File: config.mk
export PLATFORM = sky130hd
export DESIGN_NAME = iexec_issue_buf
export DESIGN_NICKNAME = d
export VERILOG_FILES = /design/src/rtl/iexec_issue_buf_pkg.sv /design/src/rtl/iexec_field_dec.sv /design/src/rtl/iexec_issue_buf.sv
export SDC_FILE = /design/constraint.sdc
export NUM_CORES = 1
export LEC_CHECK = 0
export CELL_PAD_IN_SITES_DETAIL_PLACEMENT = 0
export CELL_PAD_IN_SITES_GLOBAL_PLACEMENT = 1
export CORE_ASPECT_RATIO = 2
export CORE_UTILIZATION = 36
export CTS_CLUSTER_SIZE = 12
export DETAILED_ROUTE_END_ITERATION = 8
export GPL_TIMING_DRIVEN = 0
export PLACE_DENSITY = 0.8
export SETUP_SLACK_MARGIN = 0.1
export SYNTH_ARGS = -nofsm -noshare
export SYNTH_HDL_FRONTEND = slang
export SYNTH_SLANG_ARGS = --single-unit
File: constraint.sdc
create_clock -name clk -period 1.87 [get_ports clk]
set_input_delay 0.374 -clock clk [delete_from_list [all_inputs] [get_ports clk]]
set_output_delay 0.374 -clock clk [all_outputs]
set_load 0.1 [all_outputs]
File: src/rtl/iexec_issue_buf_pkg.sv
// Shared types and RV32I field positions for the instruction-execute issue path.
// The entry struct is also what the EXU class handlers consume.
package iexec_issue_buf_pkg;

  localparam int unsigned IssXlen = 32;
  localparam int unsigned IssIlen = 32;

  localparam int unsigned RegIdxW  = 5;
  localparam int unsigned Funct3W  = 3;
  localparam int unsigned ImmW     = 12;
  localparam int unsigned RdLsb    = 7;
  localparam int unsigned Funct3Lsb = 12;
  localparam int unsigned Rs1Lsb   = 15;
  localparam int unsigned ImmLsb   = 20;

  typedef struct packed {
    logic [IssIlen-1:0] inst;
    logic [IssXlen-1:0] pc;
    logic [RegIdxW-1:0] rd;
    logic [RegIdxW-1:0] rs1;
    logic [Funct3W-1:0] funct3;
    logic [IssXlen-1:0] imm;
  } iexec_entry_t;

endpackage

File: src/rtl/iexec_field_dec.sv
// Combinational RV32I field extraction: rd, rs1, funct3 and sign-extended I-immediate.
module iexec_field_dec
  import iexec_issue_buf_pkg::*;
(
  input  logic [IssIlen-1:0] inst_i,
  output logic [RegIdxW-1:0] rd_o,
  output logic [RegIdxW-1:0] rs1_o,
  output logic [Funct3W-1:0] funct3_o,
  output logic [IssXlen-1:0] imm_o
);

  always_comb begin
    rd_o     = inst_i[RdLsb +: RegIdxW];
    rs1_o    = inst_i[Rs1Lsb +: RegIdxW];
    funct3_o = inst_i[Funct3Lsb +: Funct3W];
    imm_o    = {{(IssXlen - ImmW){inst_i[ImmLsb + ImmW - 1]}}, inst_i[ImmLsb +: ImmW]};
  end

endmodule

File: src/rtl/iexec_issue_buf.sv
// Two-entry skid buffer from fetch response to EXU request, storing pre-decoded fields.
// Ready toward fetch comes straight from the skid valid flop.
module iexec_issue_buf
  import iexec_issue_buf_pkg::*;
#(
  parameter int unsigned XLEN = IssXlen,
  parameter int unsigned ILEN = IssIlen
) (
  input  logic            clk,
  input  logic            rst_n,
  input  logic            flush,
  input  logic            ifetch_rsp_vld,
  output logic            ifetch_rsp_rdy,
  input  logic [ILEN-1:0] ifetch_rsp_inst,
  input  logic [XLEN-1:0] ifetch_rsp_pc,
  output logic            iexec_req_vld,
  input  logic            iexec_req_rdy,
  output logic [ILEN-1:0] iexec_req_inst,
  output logic [XLEN-1:0] iexec_req_pc,
  output logic [4:0]      iexec_req_rd,
  output logic [4:0]      iexec_req_rs1,
  output logic [2:0]      iexec_req_funct3,
  output logic [XLEN-1:0] iexec_req_imm,
  output logic [1:0]      occupancy
);

  iexec_entry_t in_entry;
  iexec_entry_t main_q, main_d;
  iexec_entry_t skid_q, skid_d;
  logic         main_vld_q, main_vld_d;
  logic         skid_vld_q, skid_vld_d;
  logic [1:0]   occ_q, occ_d;
  logic         in_hsk, out_hsk;

  iexec_field_dec u_field_dec (
    .inst_i   (ifetch_rsp_inst),
    .rd_o     (in_entry.rd),
    .rs1_o    (in_entry.rs1),
    .funct3_o (in_entry.funct3),
    .imm_o    (in_entry.imm)
  );

  always_comb begin
    in_entry.inst = ifetch_rsp_inst;
    in_entry.pc   = ifetch_rsp_pc;
  end

  always_comb begin
    ifetch_rsp_rdy = !skid_vld_q;
    iexec_req_vld  = main_vld_q;
    in_hsk         = ifetch_rsp_vld & !skid_vld_q;
    out_hsk        = main_vld_q & iexec_req_rdy;
  end

  always_comb begin
    main_d     = main_q;
    skid_d     = skid_q;
    main_vld_d = main_vld_q;
    skid_vld_d = skid_vld_q;
    if (flush) begin
      // A concurrent out_hsk is still consumed by the EXU; the in_hsk is dropped.
      main_vld_d = 1'b0;
      skid_vld_d = 1'b0;
    end else if (!main_vld_q) begin
      if (in_hsk) begin
        main_d     = in_entry;
        main_vld_d = 1'b1;
      end
    end else if (out_hsk) begin
      if (skid_vld_q) begin
        main_d     = skid_q;
        skid_vld_d = 1'b0;
      end else if (in_hsk) begin
        main_d = in_entry;
      end else begin
        main_vld_d = 1'b0;
      end
    end else if (in_hsk) begin
      skid_d     = in_entry;
      skid_vld_d = 1'b1;
    end
    occ_d = {1'b0, main_vld_d} + {1'b0, skid_vld_d};
  end

  always_ff @(posedge clk) begin
    if (!rst_n) begin
      main_q     <= '0;
      skid_q     <= '0;
      main_vld_q <= 1'b0;
      skid_vld_q <= 1'b0;
      occ_q      <= 2'd0;
    end else begin
      main_q     <= main_d;
      skid_q     <= skid_d;
      main_vld_q <= main_vld_d;
      skid_vld_q <= skid_vld_d;
      occ_q      <= occ_d;
    end
  end

  always_comb begin
    iexec_req_inst   = main_q.inst;
    iexec_req_pc     = main_q.pc;
    iexec_req_rd     = main_q.rd;
    iexec_req_rs1    = main_q.rs1;
    iexec_req_funct3 = main_q.funct3;
    iexec_req_imm    = main_q.imm;
    occupancy        = occ_q;
  end

endmodule

# Yosys cells after proc, flatten, opt, wreduce, memory -nomap -nowiden
# Index checks and enable logic that the tools add are counted.
# word_totals
ff_bits	202
in_bits	69
out_inout_bits	113
wordCells	37
# op_classes
addsub	1
eq_ne	1
n_mux	13
bitwise	4
reduce_logical	3
# ops
operator	n
$mux 109	4
$mux 1	9
$reduce_and 4->1	1
$add 1x1->2	1
$and 1x1->1	2
$ne 2x1->1 const B	1
$not 1->1	2
$reduce_and 2->1	1
$logic_not 1->1	1

# Logic depth before layout (Yosys ltp)
# depth
word_depth	8
ltp_mapped	7
ltp_nobuf	5

# By module
# A second synthesis with hierarchy kept.
# unflattened
cells_unflattened	1349
area_unflattened_um2	11732.5
# by_module_without_submodules
module	n_inst	cells_per_inst	area_each_um2	seq_area_each_um2
iexec_issue_buf	1	1304	11394.7	4444.3
iexec_field_dec	1	45	337.8	0.0

# Least setup slack after synthesis
# No wires, ideal clock.
# synth_timing
kind	register to register
start	register main_vld_q, in the netlist iexec_req_vld
end	register occ_q[0], in the netlist occupancy[0]
setup_ns	0.115
arrival_ns	2.173
required_time_ns	1.755
setup_slack_ns	-0.417
stages_incl_launch_ff	7
n_path_buf	2
period_less_slack_ns	2.287
cell_sequence	dfxtp_1 -> clkbuf_1 -> buf_2 -> o21ai_0 -> a21oi_1 -> ha_1 -> and2_1
# synth_between
elab_chain_cells	5
elab_cells_between_ends	8
classes_between	1 x add/sub; 6 x mux; 1 x bitwise
# synth_rtl
element	line_no	text
start: declaration	iexec_issue_buf.sv:30	logic main_vld_q, main_vld_d;
start signal: assignment	iexec_issue_buf.sv:95	main_vld_q <= main_vld_d;
$and 1x1->1	iexec_issue_buf.sv:52	out_hsk = main_vld_q & iexec_req_rdy;
$mux 1	iexec_issue_buf.sv:69	end else if (out_hsk) begin
$mux 1 *	iexec_issue_buf.sv:64	end else if (!main_vld_q) begin
$mux 1 *	iexec_issue_buf.sv:60	if (flush) begin
named net main_vld_d	iexec_issue_buf.sv:30	
$add 1x1->2 *	iexec_issue_buf.sv:82	occ_d = {1'b0, main_vld_d} + {1'b0, skid_vld_d};
named net occ_d[0]	iexec_issue_buf.sv:32	logic [1:0] occ_q, occ_d;
end signal: assignment	iexec_issue_buf.sv:91	occ_q <= 2'd0;
end signal: assignment	iexec_issue_buf.sv:97	occ_q <= occ_d;
end: declaration	iexec_issue_buf.sv:32	
# The timed path passes the listed nets; every way through them passes the cells marked *.
# A chain may end at the register's enable or synchronous reset.

# Final worst setup path
# layout_timing
start	input ifetch_rsp_vld
end	register main_q, in the netlist iexec_req_rs1[0]
# layout_between
elab_chain_cells	5
# layout_rtl
element	line_no	text
start: declaration	iexec_issue_buf.sv:12	input logic ifetch_rsp_vld,
$and 1x1->1 *	iexec_issue_buf.sv:51	in_hsk = ifetch_rsp_vld & !skid_vld_q;
$mux 109 *	-	
$mux 109 (2 in a row)	-	
$mux 109 *	-	
end signal: assignment	iexec_issue_buf.sv:93	main_q <= main_d;
end: declaration	iexec_issue_buf.sv:28	iexec_entry_t main_q, main_d;
# Mark *: on every way between the ends. The rest lies on a longest branch, timed or not. The select of a mux whose other input is x is not followed.

==> reports/qor.csv <==
stage,metric,value,unit
run_status,outcome,"complete, no violations",
clock_tree,Num CTS Buffers,17,
power,Max VDD drop,0.5272,mV
placed_design,I/O Buffers,180,
setup_path,startpoint types,primary input,
yosys,Mean Syn Cell Area,8.846,um2
floorplanning,io pins,182,
setup_path,Setup CP Type,in2reg,
floorplanning,num rows,72,
clock_tree,clock sink count,177,
timing,Final setup violation count,0,
yosys,area of the mapped netlist,7174,um2
yosys,largest cells by area after synthesis,"dfxtp_1 49%, nand2_1 8.7%, a21o_1 7.4%",
finish,area grow syn2layout,44.65,%
grt,met2 usage,42.83,%
finish,layout cells sized above 1,23.15,%
timing,Fin Clk Skew,0.01061,ns
grt,global route overflow,0,
setup_path,Worst EP required,2.24,ns
clock_tree,worst skew pair latency,0.43,ns
power,leakage power,4.645,nW
grt,met1 Usage GRT,21.50,%
floorplanning,DIE AREA,20530,um2
grt,GRT Resource Usage Total,21.72,%
detailed_routing,routed length per instance,16.75,um
hold_path,min-delay worst type,reg2reg,
floorplanning,chip height,201.6,um
clock_tree,H-tree depth,4,
power,P_sw,0.003212,W
timing,Peak Freq,573.5,MHz
yosys,Mapped Nets,881,
timing,"Hold Violations, Final",0,
setup_path,Crit. End Element,register,
grt,GRT busiest layer,met2,
placed_design,RePlAce Congestion,0.7796,
finish,fin area,10380,um2
finish,"commonest non-fill, non-tap cell in the layout",dfxtp_1,
timing,fin crit share,93.24,%
finish,most frequent cells in the layout,"175 x dfxtp_1, 166 x nand2_1, 102 x clkdlybuf4s15_2",
yosys,Seq cells post-synth,177,
detailed_routing,# DRC,0,
clock_tree,worst-case clock buffer depth,2,
floorplanning,Core Area,19460,um2
placed_design,Area after DPL,9326,um2
power,Clk pwr share,36.9,%
detailed_routing,Post-Route WL,21.58,mm
yosys,"EDFF count, synth",0,
finish,Final #Nets,1086,
flow_run,max-cap violations,0,
setup_path,Worst EP arrival,2.11,ns
power,PwrDens,956.4,nW/um2
grt,initial antenna violation count,1,
finish,Fillers,1882,
detailed_routing,initial drt markers,179,
yosys,sequential share of the synthesized area,49.39,%
detailed_routing,Antenna Violating Nets Remaining,0,
grt,met3 Resource Use GR,3.682,%
power,Gate power share,22.3,%
yosys,Yosys cell types,34,
timing,max-slew violations,0,
yosys,Mapped Cells,811,
timing,Hold Slack,0.4490,ns
clock_tree,clk slew on worst S/H paths,0.07,ns
yosys,Yosys warning count,0,
yosys,asr flop ratio synth,0,%
power,Switching Fraction,32.36,%
grt,pin count of the biggest net entering global routing,17,
clock_tree,clk root buf,clkbuf_16,
floorplanning,width of the die,101.8,um
detailed_routing,vias per cell,5.036,
clock_tree,CTS tree,yes,
power,power share of the sequential group,40.7,%
yosys,leading register cell type out of synthesis,dfxtp_1,
yosys,share of the synthesized area in the top cell type,49.39,%
grt,vias in the first global route,6464,
placed_design,post-DP HPWL,15.97,mm
power,Internal,0.006714,W
detailed_routing,First-pass DRT Iterations,4,
yosys,"area leader, netlist",dfxtp_1,
grt,global-route wire length before repair,33.82,mm
timing,fin crit period,1.744,ns
timing,slew margin rel.,60.86,%
timing,measured slew at the worst slew-check pin,0.5899,ns
floorplanning,Initial Utilization,36.87,%
detailed_routing,DR vias,6487,
timing,RSZ-0062 raised after global routing,true,
setup_path,worst-path maximum fanout,10,
clock_tree,CTS hold repair buffers,0,
==> worst max-delay path: stages <==
cell	delay (ns)
clkdlybuf4s50_1	0.60
nand2b_4	0.10
buf_6	0.16
a21o_2	0.26
buf_4	0.22
nor3_1	0.27
a21o_1	0.11
==> power by group through the flow <==
stage | Combinational (W) | Sequential (W) | Clock (W)
floorplan | 0.000417 | 0.00528 | 0
global placement | 0.00221 | 0.00412 | 0
detailed placement | 0.00222 | 0.00413 | 0
CTS | 0.00220 | 0.00404 | 0.00376
global route | 0.00231 | 0.00406 | 0.00390
finish | 0.00222 | 0.00404 | 0.00366
==> per-stage QoR <==
step	total power, W	setup TNS [ns]	instances	util (%)	worst slack, ns
2_1_floorplan	0.005701	0	811	-	0.1018
3_3_place_gp	0.006337	-89.88	1250	47.93	-0.6102
3_5_place_dp	0.006347	-87.62	1250	47.93	-0.6158
4_1_cts	0.01000	0	1284	52.36	0.09929
5_1_grt	0.01027	0	1288	53.33	0.08186
6_report	0.009926	0	1288	53.33	0.1263
==> Yosys cell counts (2+ instances only) <==
master and count:
a21boi_0 49, a21boi_1 39, a21o_1 71, a21oi_1 2, and2_1 5, buf_1 8
buf_2 28, clkbuf_1 31, dfxtp_1 177, inv_1 3, nand2_1 166, nand2b_1 27
nand3_1 77, nor2_1 24, nor3_1 24, o211a_1 38, o21ai_1 2, o31ai_1 24
==> cell families (layout without fill, tap and decap cells) <==
logic type,after synthesis,after routing,synth area share (%)
AND/OR/NAND/NOR,328,328,20.37
AO/OA/AOI/OAI,233,233,25.74
flip-flops,177,177,49.39
buffers and inverters,72,289,4.325
adder cells (fa/ha/maj),1,1,0.1744
other,0,1,0
==> sequential cells by signal, indices dropped and copies added, names as in the netlist, 2 cells and up <==
| signal | count |
|---|---|
| iexec_req_funct3 | 3 |
| iexec_req_imm | 32 |
| iexec_req_inst | 32 |
| iexec_req_rd | 5 |
| occupancy | 2 |
| iexec_req_rs1 | 5 |
| iexec_req_pc | 32 |
| skid_q | 64 |
==> what timing repair did <==
action | CTS | global route
setup buffers | 3 | 2
cloned | 0 | 1
gates resized for setup | 391 | 83
pin swaps | 0 | 1
endpoints found under the hold margin | 0 | 0
endpoints found under the setup margin | 266 | 162
==> worst paths after layout <==
check	to	from	slack (ns)	cells after the start
worst min register to register	skid_q[89]$_SDFFE_PN0P_	skid_q[89]$_SDFFE_PN0P_	0.45	2
worst max-delay path	iexec_req_rs1[0]$_SDFFE_PN0P_	ifetch_rsp_vld	0.13	7
worst min-delay path	skid_q[89]$_SDFFE_PN0P_	skid_q[89]$_SDFFE_PN0P_	0.45	2
worst max register to register	occupancy[0]$_SDFF_PN0_	iexec_req_vld$_SDFF_PN0_	0.15	6
==> area by class of cell <==
type                       instances  area (um2)  share of cell area [%]
multi-input combinational        562        3492                   33.65
sequential                       177        3548                   34.19
clock inverter                     8       128.9                   1.242
inverter                           3       15.01                  0.1447
timing repair buffer             186        1962                   18.91
tap                              259       324.1                   3.123
clock buffer                      23       469.2                   4.521
buffer                            69       435.4                   4.196
antenna                            1       2.502                 0.02411
==> routing by layer <==
layer  routed length (um)  part of all wire, %  vias up
li1                     -                    -     3214
met2                12310                   57      146
met4                  440                  2.0        0
met3                  759                  3.5       26
met5                    0                    0        -
met1                 8063                   37     3101
Power figures use the tool's default switching activity.
